### config.mk
export PLATFORM = sky130hd
export DESIGN_NAME = mac_crc32_byte
export DESIGN_NICKNAME = d
export VERILOG_FILES = /design/src/rtl/mac_crc32_byte.sv
export SDC_FILE = /design/constraint.sdc
export NUM_CORES = 1
export LEC_CHECK = 0
export ABC_AREA = 1
export BUFFER_PORTS_ARGS = -buffer_cell sky130_fd_sc_hd__buf_2
export CORE_MARGIN = 8
export CORE_UTILIZATION = 40
export DETAILED_ROUTE_END_ITERATION = 12
export PLACE_DENSITY = 0.77
export SLEW_MARGIN = 5
export SYNTH_ARGS = -nofsm -noshare
export SYNTH_HDL_FRONTEND = slang
export SYNTH_SLANG_ARGS = --single-unit
### constraint.sdc
create_clock -name vclk -period 2.03
set_clock_uncertainty 0.2 [all_clocks]
set_input_delay 0.3045 -clock vclk [all_inputs]
set_output_delay 0.3045 -clock vclk [all_outputs]
set_load 0.02 [all_outputs]
### src/rtl/mac_crc32_byte.sv
// Combinational CRC32 (reflected 0xEDB88320) update by one byte, LSB first.
module mac_crc32_byte (
    input  logic [31:0] crc,
    input  logic [7:0]  data,
    output logic [31:0] crc_next
);

    logic [31:0] c;

    always_comb begin
        c = crc ^ {24'h00_0000, data};
        for (int unsigned i = 0; i < 8; i++) begin
            c = c[0] ? ((c >> 1) ^ 32'hEDB8_8320) : (c >> 1);
        end
        crc_next = c;
    end

endmodule

==> impl_metrics.py, run 1 <==
metrics = {
    "timing": {
        "fin_tns_setup_ns": 0,
        "tightest_slew_ns": 0.248,
        "max_slew_margin_pct": 83.4,
        "slew_viol_final": 0,
        "report.final.setup_viol": 0,
        "final.min_clock_period_ns": 1.93,
        "hold_violations": 0,
        "period_share_pct": 95.2,
        "fmax_ghz": 0.517,
    },
    "floorplanning": {
        "die_area_um2": 5570,
        "io_pins": 72,
        "rows": 21,
        "core_um2": 3310,
        "die_x_um": 74.6,
        "initial_core_util_pct": 41.5,
        "die_h_um": 74.6,
    },
    "route": {
        "wl_per_cell_um": 10.5,
        "drtAntennaViolNets": 0,
        "num_vias": 1732,
        "first_iter_violations": 72,
        "drc_errors": 0,
        "first_pass_iters": 4,
        "drt_wl_total_um": 4030,
        "vias_per_cell": 4.51,
    },
    "final_layout": {
        "design_area_um2": 1880,
        "layout_commonest_cell": "nand2_1",
        "final_util_pct": 56.9,
        "num-clock-buffers": 0,
        "layout_common_cells": "nand2_1, buf_2, inv_1",
        "n_antenna_cell": 0,
        "nets": 380,
        "regArea_um2": 0,
        "syn_to_final_growth_pct": 37.2,
        "drive_above_1_share_pct": 37.3,
        "nFlopsAndLatches": 0,
    },
    "hold_path": {
        "hold_path.class": "in -> out",
    },
    "synth": {
        "netlist_area_um2": 1370,
        "synth_cell_types": 17,
        "ys_warn_count": 0,
        "avgSynthCellArea_um2": 5.35,
        "synth_fp_nets": 297,
        "synthCells": 257,
        "yosysSeqAreaShare_pct": 0,
    },
    "worst_setup_path": {
        "critical_path_class": "in -> out",
        "worstPathCellList": "buf_2 -> inv_1 -> nand2_1 -> nand2_4 -> nand2_1 -> nand2_4 -> nand2_2 -> nand2_2 -> xor2_1 -> buf_2",
        "cp.required_ns": 1.53,
        "cpMaxStageDelayCell": "buf_2",
        "worstPathMaxFanout": 8,
        "end_kind": "output pin",
        "crit_arrival_ns": 1.43,
        "max_stage_delay_ns": 0.18,
        "cp-start-kind": "primary input",
    },
    "power": {
        "leakage_nw": 1.24,
        "p_per_area_nw_per_um2": 461,
        "ir_drop_mv": 0.218,
    },
    "placement": {
        "place_area_um2": 1810,
        "portBuffers": 72,
        "gp_congestion": 0.804,
        "dp_hpwl_um": 3350,
    },
    "global_route": {
        "grt_antenna_before_repair": 0,
        "grt_use_total_pct": 13.5,
        "grt_pass1_wl_um": 6350,
        "overflow": 0,
        "grt_max_degree": 10,
        "grt_pass1_vias": 1566,
    },
    "run_status": {
        "status": "complete, no violations",
    },
    "flow_run": {
        "drv_cap": 0,
    },
}
-- layout make-up --
| cell class | count | area [µm²] |
|---|---|---|
| fillers | 371 | 1430 |
| multi-input cells | 216 | 1240 |
| repair buffers | 81 | 430 |
| inverters | 41 | 159 |
| well taps | 46 | 57.6 |
-- worst paths after layout --
kind / startpoint / to / slack, ns / cells past startpoint
setup / recovery: data[1] / crc_next[27] / 0.1 / 10
hold / removal: crc[19] / crc_next[11] / 0.69 / 3
-- per-stage QoR --
step / hold WS [ns] / setup slack, ns / total power [mW] / std cells
global placement: 0.694 / 0.0842 / 0.838 / 377
floorplan: 0.537 / 0.236 / 0.595 / 257
finish: 0.695 / 0.0972 / 0.869 / 384
CTS: 0.699 / 0.0723 / 0.850 / 377
detailed placement: 0.695 / 0.0726 / 0.847 / 377
global route: 0.701 / -0.0155 / 0.956 / 384
-- logic make-up after synthesis --
| group | synth area share (%) |
|---|---|
| xor+xnor | 23.1 |
| simple gates | 65.3 |
| buf+inv | 11.6 |
-- report_power, final --
group / internal (mW) / switching, mW
combinational: 0.315 / 0.555
sequential: 0 / 0
clock: 0 / 0
-- synthesized netlist by cell type --
cell type	instances	area share (%)
xor2_2	1	1.2
nand3_1	23	8.4
nand3_2	1	0.73
xnor3_1	1	1.6
or2_1	1	0.46
inv_1	35	9.6
nand2_4	11	9.0
xnor2_2	1	1.2
xor2_1	24	15
inv_6	1	0.64
nand2_2	21	9.6
inv_2	5	1.4
nand4_1	1	0.46
or2_0	1	0.46
nand2_8	2	2.9
nand2_1	122	33
xnor2_1	6	3.8
-- worst max-delay path, delay by kind of cell --
| kind | cells | cell delay, ns |
|---|---|---|
| xor+xnor | 1 | 0.14 |
| buf+inv | 3 | 0.36 |
| simple gates | 6 | 0.62 |
-- what timing repair did --
action | 4_1_cts | 5_1_grt
setup buffers | 0 | 7
resized for setup | 0 | 5
hold buffers | 0 | 0
setup endpoints to repair | 0 | 8
-- metal layers --
metal  GRT usage (%)  up-vias  share of wire (%)  routed length [µm]
met2            27.3       47                 52                2090
met3            1.08        2                5.6                 225
met1            15.5      754                 42                1700
met5               0        -                  0                   0
li1                -      929                  -                   -
met4               0        0               0.35                  14
(Power assumes the default switching activity.)
==> run 2: changes to the inputs <==
- ABC_AREA: 1 -> 0
- CORE_MARGIN: 8 -> not set
- PLACE_DENSITY: 0.77 -> 0.86
- clock period: 2.03 -> 2.12 ns (I/O delays scaled with it)
==> run 2 against run 1 <==
- routed wire length shrank 10%
- die area is 55% lower
- largest cell class unchanged
- critical path depth fell by 4
- clock-buffer cell count did not move
- setup slack got worse by 0.095 ns
==> impl_metrics.py, run 2 <==
metrics = {
    "worst_setup_path": {
        "critical_path_class": "in -> out",
        "crit_family": "XOR/XNOR gates",
        "worstPathCellList": "buf_2 -> xor2_4 -> buf_4 -> xnor2_4 -> xnor3_1 -> buf_2",
        "worstPathMaxFanout": 4,
        "cp.required_ns": 1.60,
        "cp-start-kind": "primary input",
        "cpMaxStageDelayCell": "xnor3_1",
        "end_kind": "output pin",
        "max_stage_delay_ns": 0.39,
        "crit_arrival_ns": 1.60,
        "cpMostUsedCell": "buf_2",
        "cp.buffers_inverters": 3,
    },
    "timing": {
        "max_slew_margin_pct": 71.8,
        "rsz0062_at_grt": "yes",
        "fin_tns_setup_ns": 0,
        "slew_viol_final": 0,
        "period_share_pct": 99.9,
        "holdWs_ns": 0.725,
        "fmax_ghz": 0.472,
        "final.min_clock_period_ns": 2.12,
        "tightest_slew_ns": 0.419,
        "hold_violations": 0,
        "report.final.setup_viol": 0,
    },
    "synth": {
        "synthCells": 67,
        "yosysSeqAreaShare_pct": 0,
        "synth_top_area_share_pct": 28.4,
        "yosys-top-cells-area": "xnor2_1, xnor3_1, xor3_1",
        "synth_top_cells_by_count": "xnor2_1, xnor3_1, xor2_1",
        "synth_cell_types": 10,
        "netlist_area_um2": 925,
        "ys_warn_count": 0,
        "yosysMostFrequentCell": "xnor2_1",
        "post-synth-top-area-cell": "xnor2_1",
        "avgSynthCellArea_um2": 13.8,
        "synth_fp_nets": 107,
    },
    "route": {
        "num_vias": 972,
        "first_pass_iters": 4,
        "wl_per_cell_um": 17.6,
        "drc_errors": 0,
        "first_iter_violations": 19,
        "drt_wl_total_um": 3630,
        "vias_per_cell": 4.72,
        "drtAntennaViolNets": 0,
    },
    "final_layout": {
        "num-clock-buffers": 0,
        "nets": 220,
        "regArea_um2": 0,
        "drive_above_1_share_pct": 73.0,
        "syn_to_final_growth_pct": 98.8,
        "layout_commonest_cell": "buf_2",
        "nFlopsAndLatches": 0,
        "final_util_pct": 83.9,
        "n_antenna_cell": 0,
        "layout_common_cells": "buf_2, buf_4, xnor2_1",
    },
    "power": {
        "leakage_nw": 0.981,
        "ir_drop_mv": 0.632,
        "p_per_area_nw_per_um2": 846,
        "total_power_mw": 1.55,
    },
    "placement": {
        "dp_hpwl_um": 2030,
        "gp_congestion": 0.703,
        "portBuffers": 72,
    },
    "floorplanning": {
        "initial_core_util_pct": 42.2,
        "die_area_um2": 2510,
        "die_x_um": 50.1,
        "rows": 17,
        "io_pins": 72,
        "core_um2": 2190,
        "die_h_um": 50.1,
    },
    "global_route": {
        "grt-busiest-layer": "met2",
        "grt_use_total_pct": 21.8,
        "grt_antenna_before_repair": 0,
        "met2_usage_pct": 48.0,
        "grt_pass1_wl_um": 4130,
        "grt_pass1_vias": 906,
        "use_met3_pct": 0.617,
        "overflow": 0,
        "grt_max_degree": 6,
        "grt_use_met1_pct": 22.2,
    },
    "hold_path": {
        "hold_path.class": "in -> out",
    },
    "run_status": {
        "status": "complete, no violations",
    },
    "flow_run": {
        "drv_cap": 0,
    },
}
## run 2: cells by family (layout without fill, tap and decap cells)
| logic type | after synthesis | in the layout | share of synthesized area (%) |
|---|---|---|---|
| xor+xnor | 66 | 66 | 99.6 |
| buf+inv | 1 | 112 | 0.406 |
## run 2: area by class of cell
| class | count | area (µm²) |
|---|---|---|
| well taps | 28 | 35.0 |
| multi-input cells | 66 | 1070 |
| fillers | 126 | 353 |
| inverters | 1 | 3.75 |
| repair buffers | 111 | 731 |
## run 2: metal layers
metal,wire length (µm),part of all wire (%),vias to the layer above
met5,0,0,-
met4,175,4.8,0
met3,188,5.2,16
met2,2030,56,59
met1,1230,34,454
li1,-,-,443
## run 2: report_power, final
part	total [mW]	switching, mW	leakage [nW]	internal [mW]
Sequential	0	0	0	0
Clock	0	0	0	0
Combinational	1.55	0.776	0.981	0.779
## run 2: per-stage QoR
| stage | instances | cell area, µm² | worst slack, ns |
|---|---|---|---|
| floorplan | 67 | 947 | -0.0465 |
| global placement | 192 | 1530 | -0.126 |
| detailed placement | 192 | 1530 | -0.203 |
| CTS | 201 | 1710 | -0.0231 |
| global route | 206 | 1840 | -0.0523 |
| finish | 206 | 1840 | 0.00215 |
## run 2: final timing paths
path,cells after the start,startpoint,slack [ns],endpoint
worst max-delay path,6,data[1],0.002,crc_next[17]
worst min-delay path,3,crc[20],0.73,crc_next[12]
## run 2: worst min-delay path: cells and delay by family
kind	cells	cell delay, ns
buf+inv	2	0.23
xor+xnor	1	0.06
## run 2: what timing repair did
action,CTS,global route
gates cloned,0,0
resized for setup,18,20
endpoints found under the setup margin,16,17
pin swaps,15,14
hold buffers,0,0
buffers inserted,9,5
==> run 3: changes to the inputs <==
- CELL_PAD_IN_SITES_DETAIL_PLACEMENT: not set -> 1
- CELL_PAD_IN_SITES_GLOBAL_PLACEMENT: not set -> 2
- CORE_UTILIZATION: 40 -> 24
- PLACE_DENSITY: 0.86 -> 0.9
==> run 3 against run 2 <==
- setup slack better by 0.0013 ns
- core utilization down 35 points
- combinational power down 7%
- first-iteration DRC count down 74%
- design area down 1.4%
- flip-flop and latch count unchanged
- power down 7.5%
- global-route usage down 9.5 points
- via count down 10%
- largest cell class unchanged
- largest power group unchanged
==> impl_metrics.py, run 3 (same netlist as run 2, synthesis figures left out) <==
metrics = {
    "run_status": {
        "status": "complete, no violations",
    },
    "flow_run": {
        "drv_cap": 0,
    },
    "route": {
        "wl_per_cell_um": 11.9,
        "drtAntennaViolNets": 0,
        "first_pass_iters": 2,
        "drt_wl_total_um": 2660,
        "vias_per_cell": 3.91,
        "first_iter_violations": 5,
        "num_vias": 873,
        "drc_errors": 0,
    },
    "floorplanning": {
        "initial_core_util_pct": 25.1,
        "io_pins": 72,
        "rows": 22,
        "die_h_um": 64.1,
        "die_x_um": 64.1,
        "core_um2": 3690,
        "die_area_um2": 4100,
    },
    "final_layout": {
        "final_util_pct": 49.1,
        "layout_commonest_cell": "buf_2",
        "regArea_um2": 0,
        "design_area_um2": 1810,
        "fin_cells": 223,
        "num-clock-buffers": 0,
        "syn_to_final_growth_pct": 95.9,
        "layout_common_cells": "buf_2, buf_4, xnor2_1",
        "n_antenna_cell": 0,
        "nFlopsAndLatches": 0,
        "drive_above_1_share_pct": 73.1,
        "fill_cells": 435,
        "nets": 217,
    },
    "worst_setup_path": {
        "max_stage_delay_ns": 0.48,
        "cp.required_ns": 1.60,
        "crit_arrival_ns": 1.60,
        "cpMaxStageDelayCell": "xnor3_2",
        "worstPathMaxFanout": 3,
        "worstPathCellList": "buf_4 -> xnor2_4 -> xnor3_2 -> xnor3_1 -> buf_2",
        "cp-start-kind": "primary input",
        "critical_path_class": "in -> out",
        "end_kind": "output pin",
    },
    "power": {
        "p_per_area_nw_per_um2": 793,
        "ir_drop_mv": 0.463,
        "total_power_mw": 1.44,
        "leakage_nw": 0.960,
    },
    "timing": {
        "hold_violations": 0,
        "report.final.setup_viol": 0,
        "fmax_ghz": 0.472,
        "final.min_clock_period_ns": 2.12,
        "rsz0062_at_grt": "yes",
        "period_share_pct": 99.8,
        "tightest_slew_ns": 0.391,
        "max_slew_margin_pct": 73.7,
        "slew_viol_final": 0,
    },
    "global_route": {
        "grt_use_total_pct": 12.3,
        "grt_pass1_wl_um": 4020,
        "grt_antenna_before_repair": 0,
        "grt_pass1_vias": 929,
        "grt_max_degree": 8,
        "overflow": 0,
    },
    "placement": {
        "portBuffers": 72,
        "dp_hpwl_um": 2330,
        "gp_congestion": 0.663,
        "place_area_um2": 1590,
        "dp.cells": 216,
    },
    "clock_tree": {
        "hold_buffers": 0,
    },
    "hold_path": {
        "hold_path.class": "in -> out",
    },
}
run 3: final cells by class:
type / instances / area [µm²] / area share (%)
tap: 48 / 60.1 / 3.31
inverter: 1 / 3.75 / 0.207
timing repair buffer: 108 / 689 / 38.1
multi-input combinational: 66 / 1060 / 58.4
run 3: worst paths after layout:
check,from,to,cells past startpoint
setup / recovery,data[5],crc_next[18],5
hold / removal,crc[17],crc_next[9],3
run 3: repair_timing:
| action | CTS | global route |
|---|---|---|
| setup buffers | 4 | 3 |
| setup endpoints to repair | 15 | 10 |
| pin swaps | 10 | 7 |
| gates resized for setup | 10 | 15 |
run 3: metrics by stage:
| stage | setup WS [ns] | hold WS [ns] | TNS, ns |
|---|---|---|---|
| 2_1_floorplan | -0.0465 | 0.578 | -0.0749 |
| 3_3_place_gp | -0.130 | 0.721 | -0.630 |
| 3_5_place_dp | -0.185 | 0.731 | -1.18 |
| 4_1_cts | -0.0460 | 0.733 | -0.0460 |
| 5_1_grt | -0.0302 | 0.736 | -0.0640 |
| 6_report | 0.00344 | 0.728 | 0 |
run 3: worst max-delay path, delay by kind of cell:
| family | cells | cell delay (ns) |
|---|---|---|
| xor gates and xnor gates | 3 | 0.97 |
| buffers and inverters | 2 | 0.30 |
run 3: report_power, final:
| part | leakage, nW | internal [mW] | switching, mW | total (mW) |
|---|---|---|---|---|
| combinational | 0.960 | 0.737 | 0.700 | 1.44 |
| clock | 0 | 0 | 0 | 0 |
| sequential | 0 | 0 | 0 | 0 |
| total | 0.960 | 0.737 | 0.700 | 1.44 |
run 3: routing by layer:
metal	GRT usage (%)	vias up	part of all wire (%)
met1	13.8	401	38
li1	-	432	-
met4	0	0	0
met5	0	-	0
met2	26.1	40	56
met3	0.714	0	5.8
